==> config.mk <==
export PLATFORM = sky130hd
export DESIGN_NAME = prog_clock_divider
export DESIGN_NICKNAME = d
export VERILOG_FILES = /design/src/rtl/prog_clock_divider.sv
export SDC_FILE = /design/constraint.sdc
export NUM_CORES = 1
export LEC_CHECK = 0
export CORE_MARGIN = 2
export CORE_UTILIZATION = 35
export DETAILED_ROUTE_END_ITERATION = 8
export PLACE_DENSITY = 0.62
export SLEW_MARGIN = 10
export SYNTH_ARGS = -nofsm -noshare
export SYNTH_HDL_FRONTEND = slang
export SYNTH_SLANG_ARGS = --single-unit
==> constraint.sdc <==
create_clock -name clock_1M -period 11 [get_ports clock_1M]
set_input_delay 2.75 -clock clock_1M [delete_from_list [all_inputs] [get_ports clock_1M]]
set_output_delay 2.75 -clock clock_1M [all_outputs]
set_load 0.02 [all_outputs]
==> src/rtl/prog_clock_divider.sv <==
`default_nettype none
// +----------------------------------------------------------------------------+
// | prog_clock_divider: per-channel programmable divided clock with tick strobe |
// | Revision 1.0                                                               |
// +----------------------------------------------------------------------------+
module prog_clock_divider #(
  parameter int NUM_CH      = 2,
  parameter int CNT_W       = 8,
  parameter int DEFAULT_DIV = 10,
  localparam int CH_W       = (NUM_CH > 1) ? $clog2(NUM_CH) : 1
) (
  input  logic              clock_1M,
  input  logic              reset,
  input  logic [NUM_CH-1:0] en,
  input  logic              cfg_valid,
  input  logic [CH_W-1:0]   cfg_ch,
  input  logic [CNT_W-1:0]  cfg_div,
  output logic              cfg_ready,
  output logic [NUM_CH-1:0] clk_out,
  output logic [NUM_CH-1:0] tick
);

  localparam logic [CNT_W-1:0] C_DIV_RST = CNT_W'(DEFAULT_DIV);
  localparam logic [CNT_W-1:0] C_DIV_MIN = CNT_W'(2);
  localparam logic [CNT_W-1:0] C_ONE     = CNT_W'(1);

  logic [NUM_CH-1:0] ch_sel;
  logic [NUM_CH-1:0] pend;
  logic [CNT_W-1:0]  wr_div;

  // Divisors below 2 cannot form a period with both phases, so they are lifted to 2.
  assign wr_div = (cfg_div < C_DIV_MIN) ? C_DIV_MIN : cfg_div;

  // An out-of-range channel selects nothing, so it reads ready and is silently dropped.
  assign cfg_ready = ~|(ch_sel & pend);

  function automatic logic [CNT_W-1:0] high_len(input logic [CNT_W-1:0] d);
    return d - (d >> 1);
  endfunction

  for (genvar i = 0; i < NUM_CH; i++) begin : g_ch
    logic [CNT_W-1:0] da_q, da_d;
    logic [CNT_W-1:0] ds_q, ds_d;
    logic [CNT_W-1:0] cnt_q, cnt_d;
    logic             pend_q, pend_d;
    logic             clk_q, clk_d;
    logic             tick_q, tick_d;
    logic             wr_en;
    logic             wrap;
    logic [CNT_W-1:0] da_eff;

    assign ch_sel[i]  = (cfg_ch == CH_W'(i));
    assign pend[i]    = pend_q;
    assign clk_out[i] = clk_q;
    assign tick[i]    = tick_q;

    always_comb begin
      da_d   = da_q;
      ds_d   = ds_q;
      cnt_d  = cnt_q;
      pend_d = pend_q;
      clk_d  = 1'b0;
      tick_d = 1'b0;
      da_eff = da_q;
      wr_en  = cfg_valid && ch_sel[i] && !pend_q;
      wrap   = (cnt_q >= (da_q - C_ONE));

      // A write only lands when nothing is pending, so it never collides with an apply.
      if (wr_en) begin
        ds_d   = wr_div;
        pend_d = 1'b1;
      end

      if (!en[i]) begin
        // Parking at Da-1 makes the first enabled edge a wrap, giving a clean rise.
        if (pend_q) begin
          da_d   = ds_q;
          pend_d = 1'b0;
          cnt_d  = ds_q - C_ONE;
        end else begin
          cnt_d = da_q - C_ONE;
        end
      end else begin
        if (wrap) begin
          cnt_d = '0;
          if (pend_q) begin
            da_d   = ds_q;
            pend_d = 1'b0;
            da_eff = ds_q;
          end
        end else begin
          cnt_d = cnt_q + C_ONE;
        end
        clk_d  = (cnt_d < high_len(da_eff));
        tick_d = (cnt_d == '0);
      end
    end

    always_ff @(posedge clock_1M or negedge reset) begin
      if (!reset) begin
        da_q   <= C_DIV_RST;
        ds_q   <= C_DIV_RST;
        cnt_q  <= C_DIV_RST - C_ONE;
        pend_q <= 1'b0;
        clk_q  <= 1'b0;
        tick_q <= 1'b0;
      end else begin
        da_q   <= da_d;
        ds_q   <= ds_d;
        cnt_q  <= cnt_d;
        pend_q <= pend_d;
        clk_q  <= clk_d;
        tick_q <= tick_d;
      end
    end
  end

endmodule
`default_nettype wire

==> summary.txt, run 1 <==
STA
  • Fmax: 146.2 MHz
  • Total negative slack: 0 ns
  • Final Hold Vio Count: 0
  • Max-slew headroom: 51.86%
  • Final Max Slew Viols: 0
  • Clk_skew: 0.01272 ns
  • Final setup fails: 0
  • Period utilization: 62.20%
  • Actual slew at the worst max-slew pin: 0.7221 ns
  • Minimum clock period: 6.842 ns
  • Min Hold Slack: 0.5148 ns
  • RSZ-0062 raised after global routing: no

Clock network
  • Clock root buffer: clkbuf_16
  • Sink Count: 54
  • Cts repair resizes: 0
  • Post-CTS Hold Fix Bufs: 0
  • CTS buffer count: 5
  • Clk slew on worst S/H paths: 0.07 ns
  • H-tree levels: 2
  • CTS tree: done
  • Clock Latency Late Sink: 0.30 ns
  • Deepest clock path buffer count: 2
  • Setup Buffers After CTS: 0

Yosys
  • Number of synthesized flops with an enable pin: 0
  • Post-synthesis async set-or-reset flop share: 100.0%
  • Main synth FF type: dfrtp_1
  • Avg Cell Area, Syn: 9.575 um^2
  • Syn_nets: 542
  • Unique masters post-synth: 63
  • Register area share after synthesis: 29.85%
  • Netlist Area Pre-Place: 0.004577 mm^2
  • Synthesized flop and latch total: 54
  • Mapped Cells: 478
  • Yosys warnings: 0

Route
  • Drt total wl: 9.954 mm
  • Initial DRC count: 115
  • DRT antenna net count: 0
  • Vias/cell: 5.213
  • Drc violations: 0
  • Wirelength per Cell: 15.06 um
  • DR pass1 iterations: 7
  • Vias: 3,446

Setup path
  • Crit-path max cell delay: 0.62 ns
  • Worst EP arrival: 4.09 ns
  • Most used cell, CP: clkdlybuf4s50_1
  • Crit path max-delay family: buffers and inverters
  • Cell Chain, Critical Path: clkdlybuf4s50_1, mux2i_1, clkdlybuf4s50_1
  • Worst Path Max Fanout: 3
  • CP max-delay cell: clkdlybuf4s50_1
  • Req. time, crit path: 8.25 ns
  • CP endpoint kind: output pin
  • Worst setup SP type: primary input
  • CP Buf/Inv Count: 2
  • Crit Path Category: in2out

Final layout
  • Most frequent cells in the layout: ha_1, dfrtp_1, mux2_2, nor2_1, nand2_1
  • Area Growth Syn to Fin: 10.85%
  • Commonest non-fill, non-tap cell in the layout: ha_1
  • Core Util, Final: 40.04%
  • Fraction of layout cells with a size suffix above 1: 15.34%
  • Nets: 552
  • N_diodes: 0
  • Fill cells: 1,247

Placed design
  • I/O Buffers: 18
  • GP Congestion: 0.8433
  • Post-DP HPWL: 8.048 mm

GRT
  • Largest net degree at the start of global routing: 44
  • Grt ovf: 0
  • Initial antenna violation count: 0
  • Number of global-route vias before repair: 3,461
  • Global-route wire length before repair: 17.02 mm
  • Overall routing resource usage: 14.79%

Flow run
  • Maxcap violations: 0

Floorplanning
  • Chip Width: 118.4 um
  • Std cell rows: 41
  • Ports: 19
  • Die outline height: 118.4 um
  • Initial Util: 36.12%
  • Die Footprint: 0.01401 mm^2
  • Core ar.: 0.01267 mm^2

Run status
  • Status: finished clean

Hold path
  • HP Class: reg2reg
==> final cells by class <==
cell class              instances  area [um^2]  area share (%)
clock buffers                   5        125.1           2.466
clock inverters                 3        47.55          0.9371
inverters                      25        93.84           1.850
multi-input cells             382         3035           59.83
flip-flops and latches         54         1366           26.93
well taps                     172        215.2           4.242
repair buffers                 20        190.2           3.748
==> cells by family (layout without fill, tap and decap cells) <==
family / Yosys count / count (layout) / synth area share, %
DFF: 54 / 54 / 29.85
buffers and inverters: 42 / 53 / 3.827
muxes: 72 / 72 / 17.20
xor gates and xnor gates: 44 / 44 / 8.420
adders and majority gates: 50 / 50 / 14.00
AOI/OAI and AO/OA: 72 / 72 / 10.58
and+or+nand+nor: 144 / 144 / 16.13
==> sequential cells by signal, indices dropped and copies added (netlist names) <==
register	cells
g_ch.tick_q	2
g_ch.clk_q	2
g_ch.ds_q	16
g_ch.cnt_q	16
g_ch.pend_q	2
g_ch.da_q	16
==> final timing paths <==
check / start / endpoint / slack (ns) / cells after the start
max in group asynchronous: reset / g_ch[1].da_q[1]$_DFF_PN1_ / 7.78 / 2
setup reg to reg: g_ch[1].da_q[4]$_DFF_PN0_ / g_ch[1].clk_q$_DFF_PN0_ / 5.62 / 22
min in group asynchronous: reset / g_ch[1].cnt_q[2]$_DFF_PN0_ / 2.35 / 1
setup / recovery: cfg_ch / cfg_ready / 4.16 / 3
hold / removal: g_ch[1].ds_q[1]$_DFFE_PN1P_ / g_ch[1].ds_q[1]$_DFFE_PN1P_ / 0.51 / 2
hold reg to reg: g_ch[1].ds_q[1]$_DFFE_PN1P_ / g_ch[1].ds_q[1]$_DFFE_PN1P_ / 0.51 / 2
==> per-layer routing <==
layer / vias up / GRT usage (%) / wire length, um
li1: 1710 / - / -
met1: 1665 / 20.74 / 4937
met2: 62 / 24.17 / 4624
met3: 9 / 1.448 / 256
met4: 0 / 4.142 / 135
met5: - / 0 / 0
==> cell usage after synthesis (3+ instances only) <==
cell type	number	area (um^2)
mux2_2	37	416.7
a21o_1	5	37.54
o21ai_0	22	110.1
mux2i_1	22	220.2
xnor2_1	25	219.0
nand2b_1	8	50.05
nand2_1	32	120.1
ha_1	48	600.6
nor3b_1	3	22.52
nor2b_1	13	81.33
nand4_1	6	37.54
inv_2	4	15.01
dfstp_2	12	315.3
nand3_1	11	55.05
and2_1	6	37.54
nor3_1	12	60.06
dfrtp_1	42	1051
and3_1	4	25.02
buf_1	3	11.26
buf_4	4	30.03
o21ai_1	7	35.03
inv_1	21	78.83
mux2_1	12	135.1
o21a_1	4	30.03
nor2_1	34	127.6
clkbuf_1	8	30.03
xor2_1	19	166.4
a21oi_1	11	55.05
==> worst register-to-register path, cell delays in order (launching register included) <==
cell and delay, ns:
dfrtp_1 0.43, nor3_1 0.28, nand2b_1 0.10, or4_1 0.42, xor2_1 0.22, ha_1 0.28
o21ai_0 0.08, o21bai_1 0.14, o21ai_2 0.62, mux2_1 0.43, inv_1 0.08, ha_1 0.12
nor2b_1 0.13, o21a_1 0.13, o21ai_0 0.11, a21oi_1 0.29, or4b_1 0.46, o2111ai_1 0.13
xnor2_1 0.11, ha_1 0.30, nand4_1 0.13, o2111ai_1 0.21, a21oi_1 0.07
==> metrics by stage <==
step / instances / instance area (um^2) / setup WS [ns]
final: 661 / 5074 / 4.158
after global routing: 661 / 5074 / 4.117
after CTS: 661 / 5074 / 4.155
after detailed placement: 653 / 4901 / 4.160
after global placement: 653 / 4901 / 4.172
after floorplan: 478 / 4577 / 5.095
Power of run 1 is not shown: default switching activity piles up to over one toggle a cycle in this logic, so the estimate is an artifact.
==> inputs of run 2 (changes only) <==
Settings changed: PLACE_DENSITY 0.62 to 0.64.
Clock period 11 ns to 6.1 ns, I/O delays scaled along.
==> run 2 against run 1 <==
  * Non-clock buffer count stayed put
  * Cell count stayed put
  * Worst setup slack worse by 3.4 ns
  * Global-route usage is 0.38 points lower
  * Via count is 0.61% lower
  * Worst hold slack worse by 0.0089 ns
  * Utilization is 0.23 points lower
  * Register-to-register slack worse by 4.9 ns
  * Critical path type is now reg2reg
  * Sequential share of layout area is 0.15 points higher
==> summary.txt, run 2 (synthesis gave the netlist of run 1 again) <==
Setup path
  • Reg2reg start: g_ch[0].da_q[0]$_DFF_PN0_ (was g_ch[1].da_q[4]$_DFF_PN0_)
  • Worst setup SP type: flip-flop (was primary input)
  • Crit path from: g_ch[0].da_q[0]$_DFF_PN0_ (was cfg_ch)
  • Worst R2R Setup Slack: 0.71 ns (was 5.62 ns)
  • CP endpoint kind: flip-flop (was output pin)
  • Crit Path Category: reg2reg (was in2out)
  • Most used cell, CP: ha_1 (was clkdlybuf4s50_1)
  • Req. time, crit path: 6.29 ns (was 8.25 ns)
  • Reg2Reg Capture Point: g_ch[0].clk_q$_DFF_PN0_ (was g_ch[1].clk_q$_DFF_PN0_)
  • CP max-delay cell: mux2_2 (was clkdlybuf4s50_1)
  • FF-to-FF path depth: 25 (was 22)
  • Worst Path Max Fanout: 15 (was 3)
  • Worst EP arrival: 5.58 ns (was 4.09 ns)
  • Crit-path max cell delay: 0.41 ns (was 0.62 ns)

Placed design
  • DP Cell Count: 653 (unchanged)
  • GP Congestion: 0.8951 (was 0.8433)
  • Post-DP HPWL: 7.928 mm (was 8.048 mm)
  • I/O Buffers: 18 (unchanged)

Clock network
  • CTS buffer count: 5 (unchanged)
  • Clk slew on worst S/H paths: 0.07 ns (about the same)
  • Cts repair resizes: 0 (unchanged)
  • Clock Latency Late Sink: 0.29 ns (was 0.30 ns)
  • Deepest clock path buffer count: 2 (unchanged)
  • Post-CTS Hold Fix Bufs: 0 (unchanged)
  • Setup Buffers After CTS: 0 (unchanged)
  • CTS tree: done (unchanged)
  • H-tree levels: 2 (unchanged)
  • Sink Count: 54 (unchanged)
  • Clock root buffer: clkbuf_16 (unchanged)

STA
  • Final setup fails: 0 (unchanged)
  • Period utilization: 88.37%
  • Final Max Slew Viols: 0 (unchanged)
  • Max-slew headroom: 50.16% (was 51.86%)
  • RSZ-0062 raised after global routing: no (unchanged)
  • Final Hold Vio Count: 0 (unchanged)
  • Clk_skew: 0.007657 ns (was 0.01272 ns)
  • Minimum clock period: 5.390 ns
  • Fmax: 185.5 MHz
  • Actual slew at the worst max-slew pin: 0.7475 ns (was 0.7221 ns)
  • Total negative slack: 0 ns (unchanged)

Route
  • Drt total wl: 9.922 mm (was 9.954 mm)
  • DRT antenna net count: 0 (unchanged)
  • Drc violations: 0 (unchanged)
  • Initial DRC count: 147 (was 115)
  • Vias/cell: 5.182 (was 5.213)
  • DR pass1 iterations: 4 (was 7)
  • Vias: 3,425 (was 3,446)
  • Wirelength per Cell: 15.01 um (was 15.06 um)

Final layout
  • Fill cells: 1,258 (was 1,247)
  • Layout Cells excl Fill: 661 (unchanged)
  • Most frequent cells in the layout: ha_1, dfrtp_1, mux2_2, nor2_1, nand2_1 (unchanged)
  • Fraction of layout cells with a size suffix above 1: 15.34% (unchanged)
  • Nets: 552 (unchanged)
  • Commonest non-fill, non-tap cell in the layout: ha_1 (unchanged)
  • Reg area: 0.001366 mm^2 (unchanged)
  • N_diodes: 0 (unchanged)
  • Multi-input gate area: 0.003035 mm^2 (unchanged)
  • Top flop regs: g_ch.cnt_q (16), g_ch.da_q (16), g_ch.ds_q (16) (unchanged)
  • Area Growth Syn to Fin: 10.22% (was 10.85%)

Floorplanning
  • Chip Width: 118.4 um (unchanged)
  • Ports: 19 (unchanged)
  • Std cell rows: 41 (unchanged)
  • Die outline height: 118.4 um (unchanged)
  • Initial Util: 36.12% (unchanged)
  • Die Footprint: 0.01401 mm^2 (unchanged)
  • Core ar.: 0.01267 mm^2 (unchanged)

GRT
  • Initial antenna violation count: 0 (unchanged)
  • Overall routing resource usage: 14.41% (was 14.79%)
  • Largest net degree at the start of global routing: 55 (was 44)
  • Number of global-route vias before repair: 3,395 (was 3,461)
  • Global-route wire length before repair: 16.63 mm (was 17.02 mm)
  • Grt ovf: 0 (unchanged)

Hold path
  • Hold path depth: 2 (unchanged)
  • HP Class: reg2reg (unchanged)
  • Hold wc startpoint: g_ch[1].ds_q[1]$_DFFE_PN1P_ (unchanged)
  • Hold Path End: g_ch[1].ds_q[1]$_DFFE_PN1P_ (unchanged)

Run status
  • Status: finished clean (unchanged)

Flow run
  • Maxcap violations: 0 (unchanged)
==> run 2: changes by cell type in the layout (fill, tap and decap cells not counted), sizes merged <==
cell	delta
clkinv	+2
bufinv	-1
inv	-1
==> run 2: worst max-delay path by stage <==
stage                                          to  cells past startpoint
after floorplan           g_ch[0].clk_q$_DFF_PN0_                     26
after global placement    g_ch[0].clk_q$_DFF_PN0_                     25
after detailed placement  g_ch[0].clk_q$_DFF_PN0_                     25
after CTS                 g_ch[0].clk_q$_DFF_PN0_                     25
after global routing      g_ch[0].clk_q$_DFF_PN0_                     25
final                     g_ch[0].clk_q$_DFF_PN0_                     25
==> run 2: area by class of cell <==
class / instances / area share (%)
inverters: 25 / 1.860
clock buffers: 5 / 2.480
clock inverters: 3 / 0.3720
flip-flops and latches: 54 / 27.08
multi-input cells: 382 / 60.17
well taps: 172 / 4.266
repair buffers: 20 / 3.770
==> run 2: routing by layer <==
layer  global-route usage, %  routed length, um
met4                   3.690                112
met5                       0                  0
met1                   20.61               4965
met3                   1.641                306
met2                   23.09               4537
==> run 2: critical path, delay by kind of cell (launching register included) <==
kind            cells  cell delay (ns)
buf+inv             2             0.23
xor+xnor            1             0.19
simple gates        9             1.35
compound gates      8             1.73
mux                 1             0.41
fa+ha+maj           4             0.99
flops               1             0.40
==> run 2: through the flow <==
stage | area (um^2) | hold slack [ns] | util [%] | setup slack, ns
final | 5045 | 0.5058 | 39.81 | 0.7096
after global routing | 5045 | 0.5465 | 39.81 | 0.1857
after CTS | 5045 | 0.5111 | 39.81 | 0.6926
after detailed placement | 4901 | 0.4977 | 38.68 | 0.7221
after global placement | 4901 | 0.4920 | 38.68 | 0.9150
after floorplan | 4577 | 0.4739 | - | 1.299
Power of run 2 is left out for the same reason.
